File: src/rtl/noc_pkg.sv
// Shared NoC definitions: flit layout, route-bit position and the
// round-robin pointer type used by the switch arbiters.
package noc_pkg;

  localparam int NOC_DATA_WIDTH  = 8;
  localparam int NOC_ADDR_LENGTH = 8;

  typedef struct packed {
    logic [NOC_ADDR_LENGTH-1:0] addr;
    logic [NOC_DATA_WIDTH-1:0]  data;
  } flit_t;

  typedef enum logic {
    RR_IN0 = 1'b0,
    RR_IN1 = 1'b1
  } rr_ptr_t;

  // Each switch stage consumes the most significant address bit.
  function automatic int route_bit(input int addr_length);
    return addr_length - 1;
  endfunction

endpackage

File: src/rtl/noc_sync_fifo.sv
// Synchronous FIFO with wrap-bit pointers and a registered, reset-gated
// write-ready flag.
module noc_sync_fifo
  import noc_pkg::*;
#(
  parameter int WIDTH = 16,
  parameter int DEPTH = 4
) (
  input  logic             clk,
  input  logic             rst,
  input  logic             wr_valid,
  output logic             wr_ready,
  input  logic [WIDTH-1:0] wr_data,
  output logic             rd_valid,
  input  logic             rd_pop,
  output logic [WIDTH-1:0] rd_data
);

  localparam int AW = $clog2(DEPTH);
  localparam logic [AW:0] PTR_ONE = {{AW{1'b0}}, 1'b1};

  logic [WIDTH-1:0] mem_r [DEPTH];
  logic [AW:0]      wr_ptr_r;
  logic [AW:0]      rd_ptr_r;
  logic [AW:0]      wr_ptr_next_s;
  logic [AW:0]      rd_ptr_next_s;
  logic             ready_r;
  logic             push_s;
  logic             pop_s;
  logic             empty_s;
  logic             full_next_s;

  assign empty_s  = (wr_ptr_r == rd_ptr_r);
  assign push_s   = wr_valid & ready_r;
  assign pop_s    = rd_pop & ~empty_s;
  assign wr_ready = ready_r;
  assign rd_valid = ~empty_s;
  assign rd_data  = mem_r[rd_ptr_r[AW-1:0]];

  // Next pointer values; ready is recomputed from these so it is a pure register.
  always_comb begin
    wr_ptr_next_s = wr_ptr_r;
    rd_ptr_next_s = rd_ptr_r;
    if (push_s) begin
      wr_ptr_next_s = wr_ptr_r + PTR_ONE;
    end else begin
      wr_ptr_next_s = wr_ptr_r;
    end
    if (pop_s) begin
      rd_ptr_next_s = rd_ptr_r + PTR_ONE;
    end else begin
      rd_ptr_next_s = rd_ptr_r;
    end
    full_next_s = (wr_ptr_next_s[AW] != rd_ptr_next_s[AW]) &&
                  (wr_ptr_next_s[AW-1:0] == rd_ptr_next_s[AW-1:0]);
  end

  // Pointer and ready-flag registers.
  always_ff @(posedge clk) begin
    if (rst) begin
      wr_ptr_r <= '0;
      rd_ptr_r <= '0;
      ready_r  <= 1'b0;
    end else begin
      wr_ptr_r <= wr_ptr_next_s;
      rd_ptr_r <= rd_ptr_next_s;
      ready_r  <= ~full_next_s;
    end
  end

  // Storage array; contents are don't-care while the FIFO is empty.
  always_ff @(posedge clk) begin
    if (push_s) begin
      mem_r[wr_ptr_r[AW-1:0]] <= wr_data;
    end
  end

endmodule

File: src/rtl/bfly_switch_2x2.sv
// 2x2 butterfly switch element: buffered inputs, MSB-routed heads,
// round-robin arbitration per output and one output register stage.
module bfly_switch_2x2
  import noc_pkg::*;
#(
  parameter int DATA_WIDTH  = 8,
  parameter int ADDR_LENGTH = 8,
  parameter int FIFO_DEPTH  = 4
) (
  input  logic                          clk,
  input  logic                          rst,
  input  logic [1:0]                    in_valid,
  output logic [1:0]                    in_ready,
  input  logic [2*DATA_WIDTH-1:0]       in_data,
  input  logic [2*ADDR_LENGTH-1:0]      in_addr,
  output logic [1:0]                    out_valid,
  input  logic [1:0]                    out_ready,
  output logic [2*DATA_WIDTH-1:0]       out_data,
  output logic [2*(ADDR_LENGTH-1)-1:0]  out_addr
);

  localparam int ROUTE_BIT = route_bit(ADDR_LENGTH);
  localparam int FLIT_W    = ADDR_LENGTH + DATA_WIDTH;
  localparam int OA_W      = ADDR_LENGTH - 1;

  typedef struct packed {
    logic [ADDR_LENGTH-1:0] addr;
    logic [DATA_WIDTH-1:0]  data;
  } port_flit_t;

  port_flit_t            head_s [2];
  logic [1:0]            head_valid_s;
  logic [1:0]            req_s [2];
  logic [1:0]            pop_s;
  logic [1:0]            load_s;
  logic [1:0]            grant_valid_s;
  logic [1:0]            contested_s;
  rr_ptr_t               winner_s [2];
  rr_ptr_t               rr_ptr_r [2];
  logic [1:0]            out_valid_r;
  logic [DATA_WIDTH-1:0] out_data_r [2];
  logic [OA_W-1:0]       out_addr_r [2];

  for (genvar p = 0; p < 2; p++) begin : g_in
    logic [FLIT_W-1:0] rd_data_s;

    noc_sync_fifo #(
      .WIDTH (FLIT_W),
      .DEPTH (FIFO_DEPTH)
    ) u_fifo (
      .clk      (clk),
      .rst      (rst),
      .wr_valid (in_valid[p]),
      .wr_ready (in_ready[p]),
      .wr_data  ({in_addr[p*ADDR_LENGTH +: ADDR_LENGTH], in_data[p*DATA_WIDTH +: DATA_WIDTH]}),
      .rd_valid (head_valid_s[p]),
      .rd_pop   (pop_s[p]),
      .rd_data  (rd_data_s)
    );

    assign head_s[p] = port_flit_t'(rd_data_s);
  end

  // An output register may take a new flit when empty or being drained.
  assign load_s = ~out_valid_r | out_ready;

  // Request matching and per-output winner selection.
  always_comb begin
    pop_s         = 2'b00;
    grant_valid_s = 2'b00;
    contested_s   = 2'b00;
    req_s[0]      = 2'b00;
    req_s[1]      = 2'b00;
    winner_s[0]   = RR_IN0;
    winner_s[1]   = RR_IN0;
    for (int o = 0; o < 2; o++) begin
      for (int p = 0; p < 2; p++) begin
        req_s[o][p] = head_valid_s[p] & (head_s[p].addr[ROUTE_BIT] == 1'(o));
      end
      case (req_s[o])
        2'b11: begin
          contested_s[o] = 1'b1;
          winner_s[o]    = rr_ptr_r[o];
        end
        2'b10:   winner_s[o] = RR_IN1;
        2'b01:   winner_s[o] = RR_IN0;
        default: winner_s[o] = RR_IN0;
      endcase
      grant_valid_s[o]     = load_s[o] & (req_s[o] != 2'b00);
      pop_s[winner_s[o]]   = pop_s[winner_s[o]] | grant_valid_s[o];
    end
  end

  // Output valid flags and round-robin pointers; pointer moves only on contested grants.
  always_ff @(posedge clk) begin
    if (rst) begin
      out_valid_r <= 2'b00;
      rr_ptr_r[0] <= RR_IN0;
      rr_ptr_r[1] <= RR_IN0;
    end else begin
      for (int o = 0; o < 2; o++) begin
        if (load_s[o]) begin
          out_valid_r[o] <= grant_valid_s[o];
        end
        if (load_s[o] && contested_s[o]) begin
          rr_ptr_r[o] <= (rr_ptr_r[o] == RR_IN0) ? RR_IN1 : RR_IN0;
        end
      end
    end
  end

  // Output payload registers; address loses the bit consumed by this stage.
  always_ff @(posedge clk) begin
    for (int o = 0; o < 2; o++) begin
      if (grant_valid_s[o]) begin
        out_data_r[o] <= head_s[winner_s[o]].data;
        out_addr_r[o] <= head_s[winner_s[o]].addr[OA_W-1:0];
      end
    end
  end

  assign out_valid = out_valid_r;

  for (genvar o = 0; o < 2; o++) begin : g_out
    assign out_data[o*DATA_WIDTH +: DATA_WIDTH] = out_data_r[o];
    assign out_addr[o*OA_W +: OA_W]             = out_addr_r[o];
  end

endmodule

File: config.mk
export PLATFORM = sky130hd
export DESIGN_NAME = bfly_switch_2x2
export DESIGN_NICKNAME = d
export VERILOG_FILES = /design/src/rtl/noc_pkg.sv /design/src/rtl/noc_sync_fifo.sv /design/src/rtl/bfly_switch_2x2.sv
export SDC_FILE = /design/constraint.sdc
export NUM_CORES = 1
export LEC_CHECK = 0
export CAP_MARGIN = 20
export CORE_MARGIN = 5
export CORE_UTILIZATION = 40
export DETAILED_ROUTE_END_ITERATION = 16
export PLACE_DENSITY_LB_ADDON = 0.1
export SYNTH_ARGS = -nofsm -noshare
export SYNTH_HDL_FRONTEND = slang
export SYNTH_SLANG_ARGS = --single-unit
File: constraint.sdc
create_clock -name clk -period 3 [get_ports clk]
set_clock_uncertainty 0.05 [all_clocks]
set_input_delay 0.3 -clock clk [delete_from_list [all_inputs] [get_ports clk]]
set_output_delay 0.3 -clock clk [all_outputs]
set_load 0.05 [all_outputs]
==> key figures, run 1 <==
Clocking
  – Post CTS Setup Buffer Count: 0
  – CTS tree: built
  – Clock Root Buffer: clkbuf_16
  – Num CTS Buffers: 17
  – Clock Latency Late Sink: approximately 410 ps
  – H-tree lvl count: 4
  – # hold bufs at CTS: 0
  – Worst-path clk slew: ~60 ps
  – Clk buf depth: 2
  – Clock sinks: approximately 180
  – Number of gates resized after cts: 0

Floorplan
  – Initial Util: 40.8%
  – Die width: around 140 µm
  – Die area: between 20,000 and 25,000 µm²
  – Die height: 143 µm
  – Rows: 48
  – Core outline area: ~17,000 µm²
  – I/O pin count: 72

STA
  – Minimum clock period: between 2000 and 2500 ps
  – Slew HR: a little over a third
  – Fin crit share: a little over four fifths
  – RSZ-0062 raised after global routing: no
  – Least-Margin Pin Slew: 965 ps
  – Final TNS setup: 0 ps
  – Final setup fails: 0
  – Peak Freq: 400 MHz
  – Final Hold Viols: 0
  – Count of pins over their slew limit: 0

Layout
  – Sequential standard cell area: 5120 µm²
  – Layout fillers: roughly 1,400
  – Ant diodes: 0
  – Fin util: 50.4%
  – Layout cell share with drive strength beyond 1: between 20% and 30%
  – Area Growth Syn to Fin: 23.3%
  – Final #Nets: 498
  – Area of the multi-input gates: 1860 µm²

Drt
  – Post-Route WL: ~14 mm
  – Vias per cell: about 5
  – Drc violations: 0
  – Wire length per cell: ~20 µm
  – DRT Pass-1 Iters: 6
  – Antenna viol nets, final: 0
  – DR iter-0 viols: 220
  – Vias: ~3,500

Pwr
  – Power consumption: around 8.4 mW
  – Pwr per Cell Area: between 900 and 1000 nW/µm²
  – Leakage power: 2.92 nW
  – Peak VDD IR: 0.000708 V

Global routing
  – Total grt overflow: 0
  – GRT Total Usage: between 10 and 15%
  – First-pass GRT wire length: ~21 mm
  – Initial antenna violation count: 0
  – Largest net degree at the start of global routing: 20
  – Vias in the first global route: roughly 3,800

Worst hold path
  – Worst min-delay path class: in2reg

Placed design
  – Post-DP HPWL: 9.50 mm
  – Port Buf Inserts: 71
  – RePlAce Congestion: around 0.75

Logic synthesis
  – Post-synth net total: just over 400
  – Mapped Area: just over 7000 µm²
  – Synth Instances: 359
  – Post-synth cell types: 35
  – Top FF cell, synth: edfxtp_1
  – Register area share after synthesis: between 70 and 80%
  – Post-synth EDFFs: 160
  – Syn_area_per_cell: about 20 µm²
  – Post-synthesis async set-or-reset flop share: 0%
  – Yosys warnings: 0
  – Flops & latches, synth: ~180

Critical path
  – Max FO, Critical Path: 7
  – CP Buf/Inv Count: 0
  – CP peak stage delay: around 660 ps
  – Crit. End Element: flip-flop
  – Family with the most delay on the worst path: multiplexers
  – Critical Path, Cell by Cell: mux4_2, a31o_4, o32ai_4, mux2i_1, xnor2_1, a31oi_1
  – Setup crit start kind: flip-flop
  – Worst Path Class, Setup: reg2reg
  – Req. time, crit path: about 3200 ps
  – Slowest cell on crit path: mux4_2
  – Crit path DAT: 2720 ps

Outcome
  – Status: complete, no violations

Run
  – Max-cap violations: 0
cells in the mapped netlist, drive strengths merged (2+ instances only):
library cell	number	area, µm²
a21oi	3	15.0
a311oi	2	30.0
a31oi	2	12.5
and3	8	50.1
buf	10	67.6
clkbuf	4	16.3
dfxtp	16	320
edfxtp	160	4800
ha	10	125
inv	7	26.3
mux2	30	338
mux2i	5	50.1
mux4	32	721
nand2	4	15.0
nand3	2	10.0
nor2	17	63.8
nor2b	4	25.0
o21ai	2	13.8
o21bai	2	15.0
o311a	2	20.0
o311ai	2	17.5
xnor2	20	175
xor2	8	70.1
cells by family after synthesis:
kind of cell    synth area share [%]
compound gates                  2.70
fa+ha+maj                       1.77
flops                           72.3
simple gates                    2.58
xor+xnor                        3.46
buf+inv                         1.55
mux                             15.6
metrics by stage:
stage	instances	setup WS, ps	area (µm²)	hold WS (ps)
5_1_grt	688	375	8740	454
6_report	688	500	8740	474
3_5_place_dp	656	495	8110	551
3_3_place_gp	656	545	8110	551
4_1_cts	688	490	8740	446
2_1_floorplan	359	433	7090	349
final cells by class:
type,count,share of cell area [%]
tap,225,3.22
timing repair buffer,86,9.42
clock inverter,11,2.15
multi-input combinational,162,21.2
clock buffer,21,5.04
sequential,176,58.6
inverter,7,0.301
placed cells by master, fill, tap and decap left out, drive strengths merged, types with 3 or more instances in the layout:
cell type	count
xnor2	20
buf	15
clkinvlp	3
xor2	8
clkinv	3
a21oi	3
mux2i	5
ha	10
and3	8
edfxtp	160
inv	7
nor2b	4
clkdlybuf4s50	71
nor2	17
mux2	30
bufinv	5
clkbuf	21
dfxtp	16
nand2	4
mux4	32
per-layer routing:
layer | wire length [µm] | GRT usage [%] | vias up
met3 | 597 | 3.62 | 12
met2 | 6800 | 23.3 | 74
met5 | 0 | 0 | -
li1 | - | - | 1608
met1 | 6060 | 18.6 | 1781
met4 | 162 | 4.20 | 0
flip-flops by register name (all words and copies together) (netlist names):
name / count
out_data_r: 16
out_addr_r: 14
g_in.u_fifo.mem_r: 128
out_valid: 2
g_in.u_fifo.rd_ptr_r: 6
rr_ptr_r: 2
g_in.u_fifo.wr_ready: 2
g_in.u_fifo.wr_ptr_r: 6
path summary, 6_finish.rpt:
path                                         start                                    to  slack, ps  cells after the start
max          g_in[0].u_fifo.rd_ptr_r[0]$_SDFF_PP0_    g_in[0].u_fifo.wr_ready$_SDFF_PP0_        500                      6
min                                     in_addr[8]  g_in[1].u_fifo.mem_r[3][8]$_DFFE_PP_        470                      1
max reg2reg  g_in[0].u_fifo.rd_ptr_r[0]$_SDFF_PP0_    g_in[0].u_fifo.wr_ready$_SDFF_PP0_        500                      6
min reg2reg              out_valid[1]$_SDFFE_PP0N_             out_valid[1]$_SDFFE_PP0N_        570                      2
power breakdown:
part / total, mW / internal, mW / switching [mW]
Sequential: 3.30 / 3.12 / 0.181
Clock: 2.32 / 1.47 / 0.850
Combinational: 2.81 / 1.14 / 1.66
Power figures use the tool's default switching activity.
==> inputs of run 2 (changes only) <==
==> constraint.sdc (replaced) <==
create_clock -name clk -period 2.1 [get_ports clk]
set_clock_uncertainty 0.05 [all_clocks]
set_input_delay 0.21 -clock clk [delete_from_list [all_inputs] [get_ports clk]]
set_output_delay 0.21 -clock clk [all_outputs]
set_load 0.05 [all_outputs]
==> run 2 against run 1 <==
The flow now finishes with violations (negative setup slack). Setup slack worse by 600 ps. Combinational power up 69%. Power up 46%. Flip-flop and latch count unchanged. First-iteration DRC count down 29%. Routed wire length up 2.7%. Sequential power up 42%. Global-route usage up 0.32 points. Critical path type unchanged. Core utilization up 1.4 points. Fmax up 14%. Clock-buffer cell count down 3.
==> key figures, run 2 (synthesis results as in run 1) <==
Critical path
  – CP peak stage delay: 510 ps (-150 ps)
  – Req. time, crit path: 2350 ps (-870 ps)
  – Slowest cell on crit path: mux4_2
  – Crit. End Element: flip-flop
  – Worst Path Class, Setup: reg2reg
  – Critical Path, Cell by Cell: mux4_2, a31o_4, o32ai_4, mux2i_1, xnor2_1, a31oi_1
  – Crit path DAT: 2450 ps (-270 ps)
  – Max FO, Critical Path: 4 (-3)
  – Setup crit start kind: flip-flop

Pwr
  – Leakage power: 3.11 nW (+6.3%)
  – Power consumption: 12.3 mW (+46%)
  – Peak VDD IR: 0.00107 V (+51%)
  – Pwr per Cell Area: 1370 nW/µm² (+42%)

Layout
  – Layout cell share with drive strength beyond 1: 29.3% (+5.1 points)
  – Ant diodes: 0 (unchanged)
  – Sequential standard cell area: 5130 µm² (about the same)
  – Final #Nets: 517 (+3.8%)
  – Layout fillers: 1,417 (+0.35%)
  – Commonest non-fill, non-tap cell in the layout: edfxtp_1
  – Commonest non-fill, non-tap cells in the layout: edfxtp_1, clkdlybuf4s50_1, mux4_2
  – Area Growth Syn to Fin: 26.9%
  – Finished Layout Cells: 707 (+2.8%)
  – Final instance area: 8990 µm² (+2.9%)
  – Fin util: 51.8% (+1.4 points)
  – Area of the multi-input gates: 1980 µm² (+6.4%)
  – Largest register FFs: 128 (unchanged)

Global routing
  – Vias in the first global route: 3,916 (+2.7%)
  – Largest net degree at the start of global routing: 17 (-15%)
  – Total grt overflow: 0 (unchanged)
  – Initial antenna violation count: 0 (unchanged)
  – GRT Total Usage: 14.4% (+0.32 points)
  – First-pass GRT wire length: 21.7 mm (+2.2%)

Floorplan
  – Initial Util: 40.8% (unchanged)
  – Die width: 143 µm (unchanged)
  – Core outline area: 17,400 µm² (unchanged)
  – I/O pin count: 72 (unchanged)
  – Die area: 20,500 µm² (unchanged)
  – Rows: 48 (unchanged)
  – Die height: 143 µm (unchanged)

STA
  – Least-Margin Pin Slew: 519 ps (-446 ps)
  – RSZ-0062 raised after global routing: yes
  – Peak Freq: 455 MHz (+14%)
  – Fin crit share: 105% (+21 points)
  – Setup WS post-layout: -96.7 ps (-597 ps)
  – Minimum clock period: 2200 ps (-303 ps)
  – Count of pins over their slew limit: 0 (unchanged)
  – Slew HR: 65.3% (+30 points)
  – Final setup fails: 17 (+17)
  – Final Hold Viols: 0 (unchanged)

Drt
  – Post-Route WL: 14.0 mm (+2.7%)
  – DR iter-0 viols: 157 (-29%)
  – Wire length per cell: 19.8 µm (about the same)
  – Vias per cell: 5.02 (-0.70%)
  – Drc violations: 0 (unchanged)
  – Vias: 3,546 (+2.0%)
  – Antenna viol nets, final: 0 (unchanged)
  – DRT Pass-1 Iters: 5 (-1)

Clocking
  – Num CTS Buffers: 17 (unchanged)
  – H-tree lvl count: 4 (unchanged)
  – # hold bufs at CTS: 0 (unchanged)
  – Clock sinks: 176 (unchanged)
  – Clock Latency Late Sink: 420 ps (about the same)
  – Clock Root Buffer: clkbuf_16
  – Clk buf depth: 2 (unchanged)
  – CTS tree: built
  – Worst-path clk slew: 60 ps (about the same)

Outcome
  – Status: finished with violations
  – Failing checks: negative setup slack

Worst hold path
  – Worst min-delay path class: in2reg

Placed design
  – Post-DP Area: 8310 µm² (+2.4%)
  – Post-DP HPWL: 9.54 mm (+0.49%)
  – RePlAce Congestion: 0.745 (-0.87%)
  – Port Buf Inserts: 71 (unchanged)
  – Post-Place Cells: 672 (+2.4%)

Run
  – Max-cap violations: 0 (unchanged)
-- run 2: cell types whose count changed in the layout (fill, tap and decap cells not counted), moves of 3 or more --
cell / previous run / this run
mux2_2: 30 / 15
mux2_4: 0 / 15
buf_4: 15 / 29
clkinv_4: 0 / 6
buf_12: 0 / 4
bufinv_16: 5 / 1
clkinv_1: 0 / 4
clkbuf_1: 4 / 1
-- run 2: per-layer routing --
| layer | part of all wire (%) | GRT usage (%) | vias to the layer above |
|---|---|---|---|
| li1 | - | - | 1650 |
| met1 | 43 | 18.4 | 1797 |
| met2 | 51 | 24.4 | 82 |
| met3 | 4.7 | 3.92 | 17 |
| met4 | 1.1 | 4.05 | 0 |
| met5 | 0 | 0 | - |
-- run 2: repair_timing --
action | in CTS | in global routing
cloned | 0 | 1
endpoints found under the hold margin | 0 | 0
gates resized for setup | 17 | 5
pin swaps | 2 | 2
setup buffers | 1 | 1
endpoints found under the setup margin | 32 | 19
-- run 2: where the power goes --
group          leakage [nW]  internal, mW  switching, mW  total (mW)
Sequential             1.60          4.46          0.227        4.68
Clock                 0.264          1.63           1.27        2.89
Combinational          1.25          2.14           2.62        4.76
-- run 2: worst paths after layout --
kind,startpoint,to,slack [ps],cells past startpoint
worst min register to register,out_valid[1]$_SDFFE_PP0N_,out_valid[1]$_SDFFE_PP0N_,570,2
worst min-delay path,in_addr[2],g_in[0].u_fifo.mem_r[2][10]$_DFFE_PP_,370,1
worst max register to register,g_in[0].u_fifo.mem_r[0][15]$_DFFE_PP_,g_in[0].u_fifo.wr_ready$_SDFF_PP0_,-100,6
worst max-delay path,g_in[0].u_fifo.mem_r[0][15]$_DFFE_PP_,g_in[0].u_fifo.wr_ready$_SDFF_PP0_,-100,6
-- run 2: metrics by stage --
stage	hold slack, ps	setup TNS, ps	setup slack (ps)
final	374	-928	-96.7
after floorplan	259	-3990	-224
after global placement	534	-313	-56.2
after detailed placement	550	-832	-92.7
after CTS	350	-645	-77.3
after global routing	372	-2170	-185
-- run 2: cell type report --
| type | count | area share (%) |
|---|---|---|
| clock inverter | 14 | 1.32 |
| clock buffer | 18 | 4.77 |
| timing repair buffer | 105 | 11.5 |
| multi-input combinational | 162 | 22.0 |
| tap | 225 | 3.13 |
| inverter | 7 | 0.292 |
| sequential | 176 | 57.0 |
-- run 2: critical path, delay by kind of cell, from the launching register on --
kind           cells  cell delay [ps]
multiplexers       2              820
AO/OA/AOI/OAI      3              680
flip-flops         1              370
XOR/XNOR           1              150
==> inputs of run 3 (changes only) <==
--- a/config.mk
+++ b/config.mk
@@ -10,6 +10,7 @@
 export CORE_UTILIZATION = 40
 export DETAILED_ROUTE_END_ITERATION = 16
 export PLACE_DENSITY_LB_ADDON = 0.1
+export SKIP_LAST_GASP = 1
 export SYNTH_ARGS = -nofsm -noshare
 export SYNTH_HDL_FRONTEND = slang
 export SYNTH_SLANG_ARGS = --single-unit
==> constraint.sdc (replaced) <==
create_clock -name clk -period 2 [get_ports clk]
set_clock_uncertainty 0.05 [all_clocks]
set_input_delay 0.2 -clock clk [delete_from_list [all_inputs] [get_ports clk]]
set_output_delay 0.2 -clock clk [all_outputs]
set_load 0.05 [all_outputs]
==> run 3 against run 2 <==
The run still ends with negative setup slack left. Global-route usage barely moved. Final cell count increased by 1.8%. Routed wire length is 2.4% higher. Largest power group unchanged. Die area unchanged. Critical endpoint is now out_data_r[0][2]$_DFFE_PN_. First-iteration DRC count rose by 20%. Non-clock buffer count increased by 13. Clock power up 17%. Sequential power increased by 5.1%. Critical path type unchanged. Highest routed layer unchanged. Setup slack lost 89 ps. Clock-buffer cell count is the same. Core utilization rose by 1.7 points. Fmax is 0.51% higher.
==> key figures, run 3 (synthesis results as in run 1) <==
Outcome
  – Status: finished with violations
  – Failing checks: negative setup slack

Floorplan
  – I/O pin count: 72 (unchanged)
  – Die height: 143 µm (unchanged)
  – Die width: 143 µm (unchanged)
  – Rows: 48 (unchanged)
  – Initial Util: 40.8% (unchanged)
  – Core outline area: 17,400 µm² (unchanged)
  – Die area: 20,500 µm² (unchanged)

Drt
  – DRT Pass-1 Iters: 4 (-1)
  – Drc violations: 0 (unchanged)
  – Antenna viol nets, final: 0 (unchanged)
  – Vias: 3,624 (+2.2%)
  – Post-Route WL: 14.3 mm (+2.4%)
  – DR iter-0 viols: 188 (+20%)
  – Vias per cell: 5.03 (+0.35%)
  – Wire length per cell: 19.9 µm (+0.55%)

Layout
  – Fin util: 53.5% (+1.7 points)
  – Commonest non-fill, non-tap cells in the layout: edfxtp_1, clkdlybuf4s50_1, buf_4
  – Layout cell share with drive strength beyond 1: 33.5% (+4.3 points)
  – Area Growth Syn to Fin: 31.1%
  – Ant diodes: 0 (unchanged)
  – Largest register FFs: 128 (unchanged)
  – Finished Layout Cells: 720 (+1.8%)
  – Commonest non-fill, non-tap cell in the layout: edfxtp_1
  – Final #Nets: 530 (+2.5%)

Critical path
  – Max FO, Critical Path: 7 (+3)
  – Req. time, crit path: 2120 ps (-230 ps)
  – Crit path DAT: 2300 ps (-150 ps)
  – R2R Setup Slk: -190 ps (-90 ps)
  – Crit. End Element: flip-flop
  – R2R depth: 5 (-1)
  – Worst R2R Start: g_in[0].u_fifo.rd_ptr_r[0]$_SDFF_PP0_
  – Setup crit start kind: flip-flop
  – Worst Path Class, Setup: reg2reg
  – Reg2reg end: out_data_r[0][2]$_DFFE_PN_

STA
  – Peak Freq: 458 MHz (+0.51%)
  – Slew HR: 65.5% (+0.24 points)
  – Setup WS post-layout: -185 ps (-88.8 ps)
  – Final Hold Viols: 0 (unchanged)
  – Least-Margin Pin Slew: 515 ps (-3.61 ps)
  – Minimum clock period: 2190 ps (-11.2 ps)
  – Count of pins over their slew limit: 0 (unchanged)
  – Fin crit share: 109% (+4.7 points)
  – RSZ-0062 raised after global routing: yes
  – Final setup fails: 50 (+33)

Clocking
  – Clock sinks: 176 (unchanged)
  – Worst-path clk slew: 70 ps (about the same)
  – Clock Root Buffer: clkbuf_16
  – # hold bufs at CTS: 0 (unchanged)
  – Clk buf depth: 2 (unchanged)
  – CTS tree: built
  – Num CTS Buffers: 17 (unchanged)
  – H-tree lvl count: 4 (unchanged)
  – Clock Latency Late Sink: 420 ps (about the same)

Placed design
  – Port Buf Inserts: 71 (unchanged)
  – Post-Place Cells: 683 (+1.6%)
  – RePlAce Congestion: 0.835 (+12%)
  – Post-DP HPWL: 9.67 mm (+1.3%)
  – Post-place setup slack: -191 ps (-98.1 ps)

Pwr
  – Power consumption: 13.8 mW (+12%)
  – Switching part of the total: 32.9% (-0.41 points)
  – Leakage power: 3.29 nW (+5.7%)
  – Pwr per Cell Area: 1480 nW/µm² (+8.0%)
  – Peak VDD IR: 0.00109 V (+2.4%)
  – P_sw: 4.53 mW (+10%)
  – Clk network pwr share: 24.6% (+1.2 points)
  – Sequential power share: 35.7% (-2.3 points)
  – Combinational power share: 39.7% (+1.1 points)
  – Pint: 9.24 mW (+12%)

Worst hold path
  – Worst min-delay path class: in2reg
  – Min-Delay Path Depth: 1 (unchanged)
  – Hold path startpoint: in_addr[4]
  – Hold Path Sink: g_in[0].u_fifo.mem_r[2][12]$_DFFE_PP_

Global routing
  – Vias in the first global route: 3,766 (-3.8%)
  – Initial antenna violation count: 0 (unchanged)
  – Total grt overflow: 0 (unchanged)
  – Largest net degree at the start of global routing: 17 (unchanged)
  – GRT Total Usage: 14.4% (about the same)
  – First-pass GRT wire length: 21.5 mm (-1.1%)

Run
  – Max-cap violations: 0 (unchanged)
==> run 3: power by group through the flow <==
stage	logic (mW)	clock network (mW)	registers [mW]
floorplan	2.16	0	6.04
global placement	4.88	0	4.99
detailed placement	4.94	0	4.99
CTS	5.27	3.45	4.92
global route	5.75	3.63	4.95
finish	5.46	3.38	4.92
==> run 3: per-stage QoR <==
stage / TNS, ps / hold slack [ps] / area, µm²
final: -4520 / 365 / 9290
after global placement: -3710 / 527 / 8430
after CTS: -4020 / 347 / 9170
after global routing: -8790 / 355 / 9290
after floorplan: -8400 / 249 / 7190
after detailed placement: -5000 / 552 / 8430
==> run 3: final cells by class <==
type	instances	area, µm²
well taps	225	282
multi-input cells	162	2080
clock buffers	18	429
inverters	7	26.3
clock inverters	14	180
flip-flops and latches	176	5130
repair buffers	118	1160
fillers	1397	8070
==> run 3: repair_timing <==
item / in CTS / in global routing
buffers inserted: 2 / 3
pin swaps: 5 / 3
hold endpoints to repair: 0 / 0
gates resized for setup: 17 / 21
cloned: 1 / 1
endpoints found under the setup margin: 52 / 70
==> run 3: how the worst max path moves through the flow <==
stage | slack [ps] | end | cells past startpoint | startpoint
after floorplan | -320 | out_addr_r[0][0]$_DFFE_PN_ | 6 | g_in[0].u_fifo.rd_ptr_r[0]$_SDFF_PP0_
after global placement | -130 | g_in[1].u_fifo.wr_ready$_SDFF_PP0_ | 6 | g_in[1].u_fifo.rd_ptr_r[0]$_SDFF_PP0_
after detailed placement | -190 | g_in[1].u_fifo.wr_ready$_SDFF_PP0_ | 6 | g_in[1].u_fifo.rd_ptr_r[0]$_SDFF_PP0_
after CTS | -170 | g_in[1].u_fifo.wr_ready$_SDFF_PP0_ | 6 | g_in[1].u_fifo.rd_ptr_r[0]$_SDFF_PP0_
after global routing | -300 | g_in[1].u_fifo.wr_ready$_SDFF_PP0_ | 6 | g_in[1].u_fifo.rd_ptr_r[0]$_SDFF_PP0_
final | -190 | out_data_r[0][2]$_DFFE_PN_ | 5 | g_in[0].u_fifo.rd_ptr_r[0]$_SDFF_PP0_
==> run 3: metal layers <==
metal | part of all wire (%) | vias to the layer above | track usage [%]
met3 | 3.7 | 17 | 3.15
li1 | - | 1677 | -
met5 | 0 | - | 0
met4 | 1.5 | 0 | 5.25
met2 | 50 | 75 | 23.6
met1 | 45 | 1855 | 19.1
==> run 3: critical path, cell delays in order (launching register included) <==
cell       delay (ps)
dfxtp_2           360
mux4_2            550
a31o_4            260
o21ai_4           210
clkbuf_16         210
mux2_4            290
